<file path="src/rtl/instruction_fetch_unit.sv">
`default_nettype none
// ============================================================================
// Module : instruction_fetch_unit
// Brief  : IF stage - PC, IF/ID register, direct-mapped BTB of 2-bit counters
// Rev    : 1.0  initial release
// ============================================================================
module instruction_fetch_unit #(
  parameter int                   BIT_WIDTH       = 32,
  parameter int                   BTB_INDEX_WIDTH = 4,
  parameter logic [BIT_WIDTH-1:0] RESET_PC        = '0
) (
  input  logic                 clk,
  input  logic                 rst,
  input  logic                 PC_write,
  input  logic                 IDIF_write,
  output logic [BIT_WIDTH-1:0] imem_addr,
  input  logic [BIT_WIDTH-1:0] imem_data,
  input  logic                 ex_branch,
  input  logic                 ex_taken,
  input  logic [BIT_WIDTH-1:0] ex_pc,
  input  logic [BIT_WIDTH-1:0] ex_target,
  input  logic                 ex_pred_taken,
  output logic [BIT_WIDTH-1:0] id_instr,
  output logic [BIT_WIDTH-1:0] id_pc_plus4,
  output logic                 id_pred_taken,
  output logic                 id_valid,
  output logic                 mispredict
);

  localparam int                   ENTRIES     = 1 << BTB_INDEX_WIDTH;
  localparam int                   TAG_W       = BIT_WIDTH - BTB_INDEX_WIDTH - 2;
  localparam logic [BIT_WIDTH-1:0] c_PC_STEP   = BIT_WIDTH'(4);
  localparam logic [1:0]           c_CTR_RESET = 2'b01;
  localparam logic [1:0]           c_CTR_ALLOC = 2'b10;

  logic [BIT_WIDTH-1:0] pc_q, pc_d;
  logic [BIT_WIDTH-1:0] id_instr_q, id_instr_d;
  logic [BIT_WIDTH-1:0] id_pc_plus4_q, id_pc_plus4_d;
  logic                 id_pred_q, id_pred_d;
  logic                 id_valid_q, id_valid_d;

  logic                 btb_valid_q [ENTRIES];
  logic [TAG_W-1:0]     btb_tag_q   [ENTRIES];
  logic [BIT_WIDTH-1:0] btb_tgt_q   [ENTRIES];
  logic [1:0]           btb_ctr_q   [ENTRIES];

  logic [BTB_INDEX_WIDTH-1:0] w_if_idx, w_ex_idx;
  logic [TAG_W-1:0]           w_if_tag, w_ex_tag;
  logic                       w_if_hit, w_pred_taken, w_ex_hit, w_mispredict;
  logic [BIT_WIDTH-1:0]       w_pc_plus4, w_next_pc, w_correct_pc;
  logic [1:0]                 w_ctr_cur, w_ctr_upd;

  assign w_if_idx     = pc_q[BTB_INDEX_WIDTH+1:2];
  assign w_if_tag     = pc_q[BIT_WIDTH-1:BTB_INDEX_WIDTH+2];
  assign w_if_hit     = btb_valid_q[w_if_idx] && (btb_tag_q[w_if_idx] == w_if_tag);
  assign w_pred_taken = w_if_hit && btb_ctr_q[w_if_idx][1];
  assign w_pc_plus4   = pc_q + c_PC_STEP;
  assign w_next_pc    = w_pred_taken ? btb_tgt_q[w_if_idx] : w_pc_plus4;

  assign w_ex_idx     = ex_pc[BTB_INDEX_WIDTH+1:2];
  assign w_ex_tag     = ex_pc[BIT_WIDTH-1:BTB_INDEX_WIDTH+2];
  assign w_ex_hit     = btb_valid_q[w_ex_idx] && (btb_tag_q[w_ex_idx] == w_ex_tag);
  assign w_mispredict = ex_branch && (ex_taken != ex_pred_taken);
  assign w_correct_pc = ex_taken ? ex_target : (ex_pc + c_PC_STEP);

  // Saturating 2-bit counter step for the resolving branch's entry.
  assign w_ctr_cur = btb_ctr_q[w_ex_idx];
  always_comb begin
    w_ctr_upd = w_ctr_cur;
    if (ex_taken) begin
      if (w_ctr_cur != 2'b11) w_ctr_upd = w_ctr_cur + 2'b01;
    end else begin
      if (w_ctr_cur != 2'b00) w_ctr_upd = w_ctr_cur - 2'b01;
    end
  end

  // A mispredict flushes IF/ID and redirects even while the hazard unit stalls.
  always_comb begin
    pc_d          = pc_q;
    id_instr_d    = id_instr_q;
    id_pc_plus4_d = id_pc_plus4_q;
    id_pred_d     = id_pred_q;
    id_valid_d    = id_valid_q;
    if (w_mispredict) begin
      pc_d          = w_correct_pc;
      id_instr_d    = '0;
      id_pc_plus4_d = '0;
      id_pred_d     = 1'b0;
      id_valid_d    = 1'b0;
    end else begin
      if (PC_write) pc_d = w_next_pc;
      if (IDIF_write) begin
        id_instr_d    = imem_data;
        id_pc_plus4_d = w_pc_plus4;
        id_pred_d     = w_pred_taken;
        id_valid_d    = 1'b1;
      end
    end
  end

  always_ff @(posedge clk or posedge rst) begin
    if (rst) begin
      pc_q          <= RESET_PC;
      id_instr_q    <= '0;
      id_pc_plus4_q <= '0;
      id_pred_q     <= 1'b0;
      id_valid_q    <= 1'b0;
    end else begin
      pc_q          <= pc_d;
      id_instr_q    <= id_instr_d;
      id_pc_plus4_q <= id_pc_plus4_d;
      id_pred_q     <= id_pred_d;
      id_valid_q    <= id_valid_d;
    end
  end

  always_ff @(posedge clk or posedge rst) begin
    if (rst) begin
      for (int i = 0; i < ENTRIES; i++) begin
        btb_valid_q[i] <= 1'b0;
        btb_tag_q[i]   <= '0;
        btb_tgt_q[i]   <= '0;
        btb_ctr_q[i]   <= c_CTR_RESET;
      end
    end else if (ex_branch) begin
      if (w_ex_hit) begin
        btb_ctr_q[w_ex_idx] <= w_ctr_upd;
        if (ex_taken) btb_tgt_q[w_ex_idx] <= ex_target;
      end else if (ex_taken) begin
        btb_valid_q[w_ex_idx] <= 1'b1;
        btb_tag_q[w_ex_idx]   <= w_ex_tag;
        btb_tgt_q[w_ex_idx]   <= ex_target;
        btb_ctr_q[w_ex_idx]   <= c_CTR_ALLOC;
      end
    end
  end

  assign imem_addr     = pc_q;
  assign mispredict    = w_mispredict;
  assign id_instr      = id_instr_q;
  assign id_pc_plus4   = id_pc_plus4_q;
  assign id_pred_taken = id_pred_q;
  assign id_valid      = id_valid_q;

endmodule
`default_nettype wire
</file>
<file path="config.mk">
export PLATFORM = sky130hd
export DESIGN_NAME = instruction_fetch_unit
export DESIGN_NICKNAME = d
export VERILOG_FILES = /design/src/rtl/instruction_fetch_unit.sv
export SDC_FILE = /design/constraint.sdc
export NUM_CORES = 2
export LEC_CHECK = 0
export ABC_AREA = 1
export ABC_CLOCK_PERIOD_IN_PS = 77600
export BUFFER_PORTS_ARGS = -buffer_cell sky130_fd_sc_hd__buf_2
export CORE_MARGIN = 8
export CORE_UTILIZATION = 56
export CTS_BUF_LIST = sky130_fd_sc_hd__clkbuf_8
export DETAILED_ROUTE_END_ITERATION = 8
export GPL_ROUTABILITY_DRIVEN = 0
export HOLD_SLACK_MARGIN = 0.12
export PLACE_DENSITY = 0.7
export SETUP_SLACK_MARGIN = 0.2
export SKIP_LAST_GASP = 1
export SYNTH_ARGS = -nofsm -noshare
export SYNTH_HDL_FRONTEND = slang
export SYNTH_SLANG_ARGS = --single-unit
</file>
<file path="constraint.sdc">
create_clock -name clk -period 77.6 [get_ports clk]
set_input_delay 0 -clock clk [delete_from_list [all_inputs] [get_ports clk]]
set_output_delay 0 -clock clk [all_outputs]
set_load 0.01 [all_outputs]
</file>
==> metrics <==
status=finished, final reports clean; post-synthesis sequential area ratio=0.4622; hold depth=4; initial antenna violation count=26; Max-Cap Viols=0; Hold WC Path Type=input port to flip-flop; clk_lat worst skew=between 0.8 and 0.9 ns; Wirelength per Cell=between 20 and 25 µm; core area=between 100000 and 150000 µm²; Synth area leaders=dfrtp_1 (45%), nand2_1 (14%), o21ai_0 (7.6%), nand3_1 (6.3%), a21oi_1 (4.7%); Clk Tree Root Cell=clkbuf_8; Synth Register Bits=1074; Post-CTS Setup Inserts=0; Inserted Clock Buffers=between 150 and 200; TNS Setup=0 ns; share of the synthesized area in the top cell type=0.4550; kind of critical path=input port to flip-flop; initial detailed-routing violation count=about 7600; syn_nets=roughly 8000; worst slack, placed=72.45 ns; Die Area=approximately 110000 µm²; R2R depth=19; final setup margin=71.29 ns; combinational group share of total power=0.299; post-synthesis cell type count=43; Post-synth top cells=nand2_1 (2225), dfrtp_1 (1058), o21ai_0 (886), nand3_1 (727), inv_1 (724); # fillers=9254; Die Height=around 340 µm; DRT Wirelength=214900 µm; CP max stage cell=buf_4; Primary FF master, synth=dfrtp_1; Clock Pin Slew Worst Setup and Hold Paths=around 0.060 ns; floorplan row count=118; Final Setup Violations=0; most common cell in the synthesized netlist=nand2_1; Warnings, synthesis=0; TritonRoute pass-1 iters=9; startpoint types=input port; NetSw=686.7 µW; Final Hold Fails=0; Rel. slew slack=0.1849; CP top delay family=buffers and inverters; vias in the first global route=54211; Layout area overhead=11.79%; pin slew with the least headroom to its limit=about 1.2 ns; largest net degree at the start of global routing=210; Worst Skew=approximately 0.048 ns; length of routed wiring on met1=81130 µm; crit path capture type=flip-flop; reg2reg end=imem_addr[3]$_DFFE_PP0P_; Critical Path, Cell by Cell=dlygate4sd3_1 -> buf_8 -> buf_4 -> buf_4 -> nand2_1 -> nand3_1 -> o21ai_1 -> nand2_1 -> nand2_1 -> nor2_1 -> nor2_1 -> inv_1 -> nand3_1 -> dlygate4sd3_1 -> nor2_1 -> dlygate4sd3_1 -> nand2_1 -> dlygate4sd3_1 -> nor2_2 -> dlygate4sd3_1 -> nand2_1 -> a21oi_2 -> nand3_1 -> nand2_1; DP Wirelength=between 100000 and 150000 µm; first-pass GRT wire length=about 330000 µm; Die Wd=338.3 µm; unrepaired setup endpoints after global routing=false; WP data required=~80 ns; number of nets with antenna violations after routing=0; switch share=0.3803; Peak Freq=between 150 and 200 MHz; Total GRT Usage=0.3636; Remaining DRCs=0; Seq pwr share=0.411; Synth area leader=dfrtp_1; port buffer count=~200; Post-synth EDFFs=0; Slowest Stage Delay on Critical Path=around 0.78 ns; CTS HTree Levels=4; GR Overflow Total=0; hold worst-path end=btb_tgt_q[253]$_DFFE_PP0P_; WP buf/inv=9; detailed-route via count=between 50000 and 60000; CTS tree=built; # IOs=between 200 and 250; Initial Util=0.5630; hold_sp=ex_target[29]; Routed met3 length=25520 µm; max-slew violations=0; flop2flop setup slack=71.59 ns; share of layout cells above drive strength 1=0.07773; DR vias/cell=around 6.0; Leak=~0.031 µW; Syn Area/Cell=7.259 µm²; minimum clock period=6.312 ns; dpl cells=9055; top sig layer=met5; power share of the clock group=0.290; maximum VDD drop=between 0.02 and 0.025 mV; CP Max Fanout=79; post-synthesis instance total=8016; Non-Filler Instances=between 9000 and 10000; Most common cell on crit path=nand2_1; R2R Path Start=imem_addr[2]$_DFFE_PP0P_; area of the mapped netlist=a little under 60000 µm²; design internal power=1119 µW; CTS max path bufs=3; CTS Sinks=roughly 1100; PD cells=27.76 nW/µm²; fraction of registers with async set or reset after synthesis=1.000; met2 WL=92050 µm; period utilisation layout=0.08134; Arrival @ worst endpoint=around 7 ns; nets@finish=8220
==> per-stage QoR <==
step / cell area, µm² / total power [µW] / util / hold slack, ns
2_1_floorplan: 58190 / 1089 / - / 0.1448
3_5_place_dp: 58760 / 1258 / 0.5686 / 0.2338
6_report: 65050 / 1805 / 0.6294 / 0.1834
4_1_cts: 65000 / 1788 / 0.6290 / 0.1236
3_3_place_gp: 58760 / 1245 / 0.5686 / 0.2243
5_1_grt: 65020 / 1896 / 0.6292 / 0.1703
==> routing by layer <==
metal	up-vias	track usage
met5	-	0
met4	18	0.2319
li1	26154	-
met2	3629	0.5428
met1	26857	0.4714
met3	955	0.09220
==> power groups by stage <==
stage	Sequential [µW]	Combinational, µW	Clock [µW]
6_report	741	540	524
5_1_grt	752	593	552
4_1_cts	738	524	526
3_5_place_dp	747	512	0
3_3_place_gp	744	501	0
2_1_floorplan	732	357	0
==> logic make-up after synthesis <==
group           count (synthesis)  synth area share
fa+ha+maj                       5          0.001075
compound gates               1930            0.1761
buf+inv                      1384            0.1008
xor+xnor                       36          0.005419
flops                        1074            0.4622
simple gates                 3587            0.2544
==> how the worst max path moves through the flow <==
stage	depth (start not counted)	from	slack (ns)	endpoint
3_5_place_dp	18	imem_addr[2]$_DFFE_PP0P_	72.45	imem_addr[3]$_DFFE_PP0P_
4_1_cts	24	ex_pc[2]	71.58	btb_ctr_q[10]$_DFFE_PP1P_
6_report	24	ex_pc[2]	71.29	btb_ctr_q[10]$_DFFE_PP1P_
5_1_grt	24	ex_pc[2]	71.06	btb_ctr_q[18]$_DFFE_PP1P_
2_1_floorplan	1	rst	47.39	btb_ctr_q[11]$_DFFE_PP0P_
3_3_place_gp	18	imem_addr[2]$_DFFE_PP0P_	72.45	imem_addr[2]$_DFFE_PP0P_
==> sequential cells by signal, indices dropped and copies added (netlist names) <==
signal         count
btb_tgt_q        512
id_pc_plus4       32
btb_valid_q       16
imem_addr         32
id_pred_taken      1
id_instr          32
btb_tag_q        416
btb_ctr_q         32
id_valid           1
==> worst reg2reg max path: stages (launching register included) <==
cell           delay (ns)
dfrtp_4              0.45
buf_4                0.70
buf_4                1.02
nand2_1              0.21
nand3_1              0.13
nand3_1              0.10
nand3_1              0.20
nand2_1              0.07
nand2_1              0.24
nand2_1              0.09
inv_1                0.06
nand2_1              0.06
nor2_1               0.21
nand2_1              0.11
nor2_2               0.17
buf_4                0.32
nand2_1              0.71
o21ai_0              0.42
o21bai_1             0.09
dlygate4sd3_1        0.55
==> cell type report <==
class / instances / area (µm²) / share of cell area
Antenna cell: 18 / 45.04 / 0.0006925
Clock buffer: 237 / 3262 / 0.05015
Clock inverter: 95 / 459.2 / 0.007059
Inverter: 768 / 2920 / 0.04489
Multi-Input combinational cell: 5558 / 25540 / 0.3926
Sequential cell: 1074 / 26910 / 0.4137
Tap cell: 1380 / 1727 / 0.02654
Timing Repair Buffer: 527 / 4184 / 0.06432
==> cell usage in the layout, fill, tap and decap left out, types with 38 or more instances in the layout <==
| cell type | instances |
|---|---|
| clkinv_1 | 38 |
| nor2_1 | 514 |
| o211ai_1 | 102 |
| nand3_1 | 727 |
| clkbuf_8 | 237 |
| o21a_1 | 68 |
| o21ai_0 | 886 |
| inv_1 | 780 |
| a21oi_1 | 546 |
| nand2_1 | 2225 |
| buf_2 | 199 |
| o21ai_1 | 259 |
| dfrtp_1 | 1054 |
| dlygate4sd3_1 | 252 |
| buf_4 | 68 |
==> repair_timing <==
action	CTS	global route
resized for setup	0	0
hold buffers	252	0
hold endpoints to repair	1199	0
Note: power is estimated with default switching activity, not from simulation.
